[src/rtl/mem_port_arbiter.sv]
// mem_port_arbiter: two-requester memory port arbiter/sequencer; define CORE_FIXED_PRIORITY_EN for fixed core priority
module mem_port_arbiter #(
    parameter int ADDR_W = 32,
    parameter int DATA_W = 32,
    parameter int RD_LAT = 1
) (
    input  logic                clk,
    input  logic                rst,
    input  logic                core_req,
    input  logic                core_we,
    input  logic [ADDR_W-1:0]   core_addr,
    input  logic [DATA_W-1:0]   core_wdata,
    input  logic [DATA_W/8-1:0] core_wstrb,
    output logic                core_gnt,
    output logic                core_rvalid,
    output logic [DATA_W-1:0]   core_rdata,
    input  logic                ldr_req,
    input  logic                ldr_we,
    input  logic [ADDR_W-1:0]   ldr_addr,
    input  logic [DATA_W-1:0]   ldr_wdata,
    input  logic [DATA_W/8-1:0] ldr_wstrb,
    output logic                ldr_gnt,
    output logic                ldr_rvalid,
    output logic [DATA_W-1:0]   ldr_rdata,
    input  logic                ldr_lock,
    output logic                busy,
    output logic                mem_en,
    output logic                mem_we,
    output logic [ADDR_W-1:0]   mem_addr,
    output logic [DATA_W-1:0]   mem_wdata,
    output logic [DATA_W/8-1:0] mem_wstrb,
    input  logic [DATA_W-1:0]   mem_rdata
);
    typedef enum logic [1:0] {IDLE, ISSUE, WAIT} state_t;
    state_t                state_q, state_d;
    logic                  owner_q, owner_d;
    logic                  we_q, we_d;
    logic [ADDR_W-1:0]     addr_q, addr_d;
    logic [DATA_W-1:0]     wdata_q, wdata_d;
    logic [DATA_W/8-1:0]   wstrb_q, wstrb_d;
    logic [2:0]            cnt_q, cnt_d;
    logic                  ldr_wins, issue, done;
`ifdef CORE_FIXED_PRIORITY_EN
    logic unused_lock;
    assign unused_lock = ldr_lock;
    assign ldr_wins = ldr_req && !core_req;
`else
    logic last_q, last_d;
    assign ldr_wins = ldr_req && (!core_req || !last_q || ldr_lock);
    // remember who won the most recent arbitration
    always_comb last_d = (state_q == IDLE && (core_req || ldr_req)) ? ldr_wins : last_q;
    // last winner resets to loader so the core wins the first tie
    always_ff @(posedge clk) last_q <= rst ? 1'b1 : last_d;
`endif
    // sequencing: latch winning command in IDLE, issue it, then count out read latency
    always_comb begin
        state_d = state_q;
        owner_d = owner_q;
        we_d    = we_q;
        addr_d  = addr_q;
        wdata_d = wdata_q;
        wstrb_d = wstrb_q;
        cnt_d   = cnt_q;
        case (state_q)
            IDLE: if (core_req || ldr_req) begin
                state_d = ISSUE;
                owner_d = ldr_wins;
                we_d    = ldr_wins ? ldr_we    : core_we;
                addr_d  = ldr_wins ? ldr_addr  : core_addr;
                wdata_d = ldr_wins ? ldr_wdata : core_wdata;
                wstrb_d = ldr_wins ? ldr_wstrb : core_wstrb;
            end
            ISSUE: begin
                state_d = we_q ? IDLE : WAIT;
                cnt_d   = we_q ? cnt_q : 3'(RD_LAT);
            end
            WAIT: begin
                cnt_d   = cnt_q - 3'd1;
                state_d = (cnt_q == 3'd1) ? IDLE : WAIT;
            end
            default: state_d = IDLE;
        endcase
    end
    // state and command registers
    always_ff @(posedge clk) begin
        if (rst) begin
            state_q <= IDLE;
            owner_q <= 1'b0;
            we_q    <= 1'b0;
            addr_q  <= '0;
            wdata_q <= '0;
            wstrb_q <= '0;
            cnt_q   <= '0;
        end else begin
            state_q <= state_d;
            owner_q <= owner_d;
            we_q    <= we_d;
            addr_q  <= addr_d;
            wdata_q <= wdata_d;
            wstrb_q <= wstrb_d;
            cnt_q   <= cnt_d;
        end
    end
    assign issue       = state_q == ISSUE;
    assign done        = state_q == WAIT && cnt_q == 3'd1;
    assign busy        = state_q != IDLE;
    assign mem_en      = issue;
    assign mem_we      = issue && we_q;
    assign mem_addr    = issue ? addr_q  : '0;
    assign mem_wdata   = issue ? wdata_q : '0;
    assign mem_wstrb   = issue ? wstrb_q : '0;
    assign core_gnt    = issue && !owner_q;
    assign ldr_gnt     = issue && owner_q;
    assign core_rvalid = done && !owner_q;
    assign ldr_rvalid  = done && owner_q;
    assign core_rdata  = mem_rdata;
    assign ldr_rdata   = mem_rdata;
endmodule

[config.mk]
export PLATFORM = sky130hd
export DESIGN_NAME = mem_port_arbiter
export DESIGN_NICKNAME = d
export VERILOG_FILES = /design/src/rtl/mem_port_arbiter.sv
export SDC_FILE = /design/constraint.sdc
export NUM_CORES = 1
export LEC_CHECK = 0
export CORE_AREA = 2 2 121 123
export CTS_BUF_LIST = sky130_fd_sc_hd__clkbuf_16
export CTS_CLUSTER_DIAMETER = 150
export DETAILED_ROUTE_END_ITERATION = 7
export DIE_AREA = 0 0 123 125
export GPL_ROUTABILITY_DRIVEN = 1
export PLACE_DENSITY = 0.78
export SYNTH_ARGS = -nofsm -noshare
export SYNTH_HDL_FRONTEND = slang
export SYNTH_SLANG_ARGS = --single-unit
[constraint.sdc]
create_clock -name clk -period 1.61 [get_ports clk]
set_input_delay 0.322 -clock clk [delete_from_list [all_inputs] [get_ports clk]]
set_output_delay 0.322 -clock clk [all_outputs]
set_load 0.02 [all_outputs]
==> impl_results.md, run 1 <==
* Crit. Startpoint: state_q[1]
* Max Clock Skew at 0.00372 ns
* TritonCTS buffer count at 9
* Initial antenna violation count at 0
* Actual slew at the worst max-slew pin at 0.308 ns
* Final wirelength at 19200 um
* H-tree Lvls at 3
* Power Dens Cells at 908 mW/mm2
* Die width at 123 um
* CP Capture Type: primary output
* Period utilisation layout at 110%
* Total Power at 7290 uW
* Yosys warns at 0
* Period minus WS final at 1.77 ns
* Cell Area, Synth at 0.00478 mm2
* Cell variety after synth at 33
* Failing checks: negative setup slack
* Vias in the first global route at 4933
* Share of layout cells above drive strength 1 at 34.8%
* Crit-path max FO at 6
* Placement Setup Slack at -0.316 ns
* Commonest non-fill, non-tap cell in the layout: clkdlybuf4s50_1
* Hold Violations, Final at 0
* Rows at 44
* Worst min path class: input port to flop
* CTS tree: built
* Routability cong. at 0.867
* Clock Latency Late Sink at 0.33 ns
* Max Freq at 0.566 GHz
* CP Launch Type: flop
* Clock sink total at 76
* Worst r2r src: state_q[1]
* IO Count at 314
* Vias per cell at 5.50
* Layout fillers at 1211
* Pleak at 0.00313 uW
* Top-area cell type share of the netlist area at 31.8%
* Gate count after technology mapping at 592
* Detail Route Antenna Nets at 0
* Via count at 5191
* Largest net degree at the start of global routing at 71
* Min-delay src: rst
* Final setup fails at 93
* Initial drt markers at 348
* Starting Density at 33.7%
* Worst Path Required at 1.29 ns
* Core Area at 0.0142 mm2
* Post-Syn Nets at 769
* Total GRT Usage at 23.0%
* Root Driver: clkbuf_16
* Final nets at 931
* Die Y at 125 um
* Grt ovf at 0
* Die area at 0.0154 mm2
* Critical Path AT at 1.44 ns
* Top cells by area, synth: dfxtp_1 (32%), a311oi_1 (11%), buf_4 (11%)
* Worst relative slew slack at 79.5%
* PnR worst setup slack at -0.157 ns
* Sequential area share after synthesis at 31.8%
* Status: finished with violations
* Syn avg cell area at 8.07 um2
* Drt drc at 0
* Clock Path Buffers at 2
* First-pass GRT wire length at 27600 um
* Critical path class: flop to primary output
* Reg clk slew, reported paths at 0.06 ns
* First-pass DRT Iterations at 5
* RSZ-0062 raised after global routing: true
* Dominant cell type by area after synthesis: dfxtp_1
* Max-cap violation count at 0
* Drt wl/cell at 20.3 um
* Slew Limit Fails at 0
* Seq cells post-synth at 76
* Port-buffer cells at 217
* Diodes inserted at 0
* HPWL Detailed at 11800 um
* Area Growth Syn to Fin at 68.1%
* Most frequent cells in the layout: clkdlybuf4s50_1 (140), buf_6 (76), dfxtp_1 (72), nand3_1 (70), and2_4 (68)
* Maximum VDD drop at 0.000449 V
==> final timing paths <==
check                  endpoint  slack [ns]  cells past startpoint
setup / recovery  mem_wdata[28]       -0.16                      6
hold / removal      wdata_q[30]        0.32                      2
setup reg to reg    wdata_q[26]       -0.10                     10
hold reg to reg        cnt_q[1]        0.51                      2
==> power by group <==
| part | total, uW | switching [uW] | internal (uW) |
|---|---|---|---|
| registers | 2330 | 181 | 2150 |
| clock network | 2140 | 800 | 1340 |
| logic | 2830 | 1270 | 1560 |
| total | 7290 | 2250 | 5050 |
==> cell type report <==
class	instances	area, um2	share of cell area (%)
tap	184	230	2.87
clock inverter	7	81.3	1.01
multi-input combinational	380	2650	33.0
inverter	5	26.3	0.327
clock buffer	9	225	2.80
timing repair buffer	282	3290	41.0
sequential	76	1530	19.0
==> cells by family (layout without fill, tap and decap cells) <==
logic type,count (synthesis),after routing,share of synthesized area [%]
compound gates,216,216,30.5
flops,76,76,31.8
buf+inv,136,303,17.5
fa+ha+maj,2,2,0.523
mux,2,2,0.419
simple gates,160,160,19.2
==> metal layers <==
layer | part of all wire, % | up-vias | track usage (%)
met5 | 0 | - | 0
met4 | 4.3 | 0 | 11.1
met3 | 6.4 | 71 | 3.15
met2 | 50 | 239 | 40.0
met1 | 39 | 2451 | 27.4
li1 | - | 2430 | -
==> cell usage after synthesis, drive strengths merged <==
cell	count
and3b	1
inv	5
mux2i	2
a2bb2oi	1
nand2b	3
nand3	70
o21ai	71
a221o	1
and4b	1
a311oi	69
nor2b	2
a21oi	73
nor3	2
nor3b	1
a21o	1
or2	1
nor2	6
nand2	1
ha	2
and2	70
clkbuf	34
dfxtp	76
nand3b	2
buf	97
==> state kept, by name (all words and copies together), names as in the netlist <==
signal and flops:
wstrb_q 4, owner_q 1, cnt_q 3, state_q 2, last_q 1, wdata_q 32
we_q 1, addr_q 32
==> timing repair <==
item / CTS / global route
buffers inserted: 11 / 7
hold buffers: 0 / 0
endpoints found under the setup margin: 100 / 111
cloned: 6 / 10
pin swaps: 17 / 40
gates resized for setup: 505 / 39
==> stage by stage <==
step | std cells | hold slack (ns) | utilization (%) | setup TNS (ns) | cell area (um2)
after global routing | 943 | 0.310 | 56.6 | -13.02 | 8030
after floorplan | 592 | 0.457 | - | 0 | 4780
after CTS | 928 | 0.301 | 53.5 | -8.73 | 7600
after detailed placement | 895 | 0.480 | 47.8 | -25.52 | 6790
final | 943 | 0.316 | 56.6 | -9.02 | 8030
after global placement | 895 | 0.473 | 47.8 | -22.65 | 6790
==> critical path, stage by stage, from the launching register on <==
cell and delay [ns]:
dfxtp_2 0.32, nand2b_4 0.16, inv_8 0.09, buf_12 0.13, clkbuf_16 0.16, and2_4 0.14
buf_6 0.11
Power figures use the tool's default switching activity.
==> run 2, diff against run 1 <==
==> constraint.sdc (replaced) <==
create_clock -name clk -period 1.61 [get_ports clk]
set_input_delay 0.322 -clock clk [delete_from_list [all_inputs] [get_ports clk]]
set_output_delay 0.322 -clock clk [all_outputs]
set_load 0.05 [all_outputs]
==> impl_results.md, run 2 (synthesis results as in run 1) <==
* H-tree Lvls at 3
* IO Count at 314
* Max Clock Skew at 0.00890 ns
* Min-delay src: rst
* Root Driver: clkbuf_16
* Final cell count without fillers at 910
* Slew Limit Fails at 0
* CP most frequent cell: buf_12
* Hold Slack at 0.312 ns
* Most frequent cells in the layout: clkdlybuf4s50_1 (140), buf_12 (90), dfxtp_1 (74), nand3_1 (70), a21oi_1 (63)
* Status: finished with violations
* First-pass DRT Iterations at 4
* FF-to-FF End: addr_q[13]
* Share of layout cells above drive strength 1 at 31.7%
* R2r setup slk at 0.17 ns
* Period minus WS final at 1.76 ns
* Core Area at 0.0142 mm2
* Worst r2r src: state_q[1]
* Max-cap violation count at 0
* Hold Path Stages at 2
* Clock Latency Late Sink at 0.34 ns
* Pleak at 0.00299 uW
* Actual slew at the worst max-slew pin at 0.438 ns
* CP peak stage delay at 0.33 ns
* Largest net degree at the start of global routing at 44
* Clock Path Buffers at 2
* Hold Violations, Final at 0
* Final wirelength at 16800 um
* Crit path cell chain: nand2b_4 > inv_8 > buf_12 > and2_2 > buf_12
* RSZ-0062 raised after global routing: true
* Die width at 123 um
* Reg clk slew, reported paths at 0.06 ns
* Commonest non-fill, non-tap cell in the layout: clkdlybuf4s50_1
* Starting Density at 33.7%
* Die Y at 125 um
* Critical Path AT at 1.44 ns
* Maximum VDD drop at 0.000447 V
* Crit-path max FO at 20
* Depth of the worst register-to-register path at 6
* CTS tree: built
* Die area at 0.0154 mm2
* Hold bufs inserted after CTS at 0
* CP Capture Type: primary output
* Routability cong. at 0.844
* Critical path class: flop to primary output
* CP Launch Type: flop
* Failing checks: negative setup slack
* Worst min path class: input port to flop
* PnR worst setup slack at -0.149 ns
* Power Dens Cells at 880 mW/mm2
* Diodes inserted at 0
* CP max-delay cell: dfxtp_2
* Initial antenna violation count at 0
* Final setup fails at 72
* HPWL Detailed at 11900 um
* Initial drt markers at 328
* First-pass GRT wire length at 26600 um
* Drt drc at 0
* Worst relative slew slack at 70.8%
* Clock sink total at 76
* TritonCTS buffer count at 9
* Grt ovf at 0
* Cell total after placement at 888
* Max Freq at 0.569 GHz
* Detail Route Antenna Nets at 0
* Endpoint, Worst Hold: addr_q[6]
* Area Growth Syn to Fin at 69.0%
* Final nets at 898
* Total GRT Usage at 22.1%
* Biggest regs: addr_q (32), wdata_q (32), wstrb_q (4)
* Period utilisation layout at 109%
* Vias per cell at 5.49
* Drt wl/cell at 18.5 um
* Vias in the first global route at 4912
* Placement Setup Slack at -0.277 ns
* Worst Path Required at 1.29 ns
* Port-buffer cells at 217
* Via count at 4996
* Rows at 44
* Layout fillers at 1226
* Total Power at 7110 uW
-- run 2: worst max-delay path: cells and delay by family, from the launching register on --
kind	cells	cell delay [ns]
AND/OR/NAND/NOR	2	0.34
flip-flops	1	0.33
buffers and inverters	3	0.41
-- run 2: metrics by stage --
step / instance area [um2] / utilization [%] / TNS [ns]
final: 8080 / 56.9 / -8.48
after global routing: 8080 / 56.9 / -11.81
after CTS: 8060 / 56.8 / -9.11
after detailed placement: 7590 / 53.4 / -12.68
after global placement: 7590 / 53.4 / -8.32
after floorplan: 4880 / - / 0
-- run 2: area by class of cell --
| class | instances | area (um2) | share of cell area, % |
|---|---|---|---|
| clock inverters | 7 | 60.1 | 0.744 |
| repair buffers | 249 | 3380 | 41.9 |
| well taps | 184 | 230 | 2.85 |
| inverters | 5 | 26.3 | 0.325 |
| clock buffers | 9 | 225 | 2.79 |
| multi-input cells | 380 | 2620 | 32.5 |
| flip-flops and latches | 76 | 1530 | 18.9 |
-- run 2: worst max path at each step --
stage               start             to  depth (start not counted)
6_report       state_q[1]   mem_wstrb[1]                          5
3_3_place_gp     core_req      addr_q[9]                          5
5_1_grt        state_q[1]   mem_wstrb[1]                          5
3_5_place_dp     core_req     addr_q[13]                          5
2_1_floorplan  state_q[0]  mem_wdata[26]                          4
4_1_cts        state_q[1]   mem_wstrb[1]                          5
-- run 2: what timing repair did --
| action | in CTS | in global routing |
|---|---|---|
| setup endpoints to repair | 73 | 75 |
| cloned | 2 | 0 |
| gates resized for setup | 67 | 1 |
| pin swaps | 3 | 1 |
| buffers inserted | 3 | 1 |
-- run 2: layer usage --
layer / routed length [um] / part of all wire (%) / vias to the layer above / global-route usage [%]
li1: - / - / 2349 / -
met1: 6490 / 39 / 2347 / 25.9
met2: 8500 / 50 / 227 / 37.7
met3: 1070 / 6.3 / 73 / 3.70
met4: 782 / 4.6 / 0 / 12.3
met5: 0 / 0 / - / 0
-- run 2: where the power goes --
group | total (uW) | switching, uW | internal, uW
logic | 2820 | 1400 | 1420
registers | 2300 | 154 | 2150
clock network | 1990 | 806 | 1180
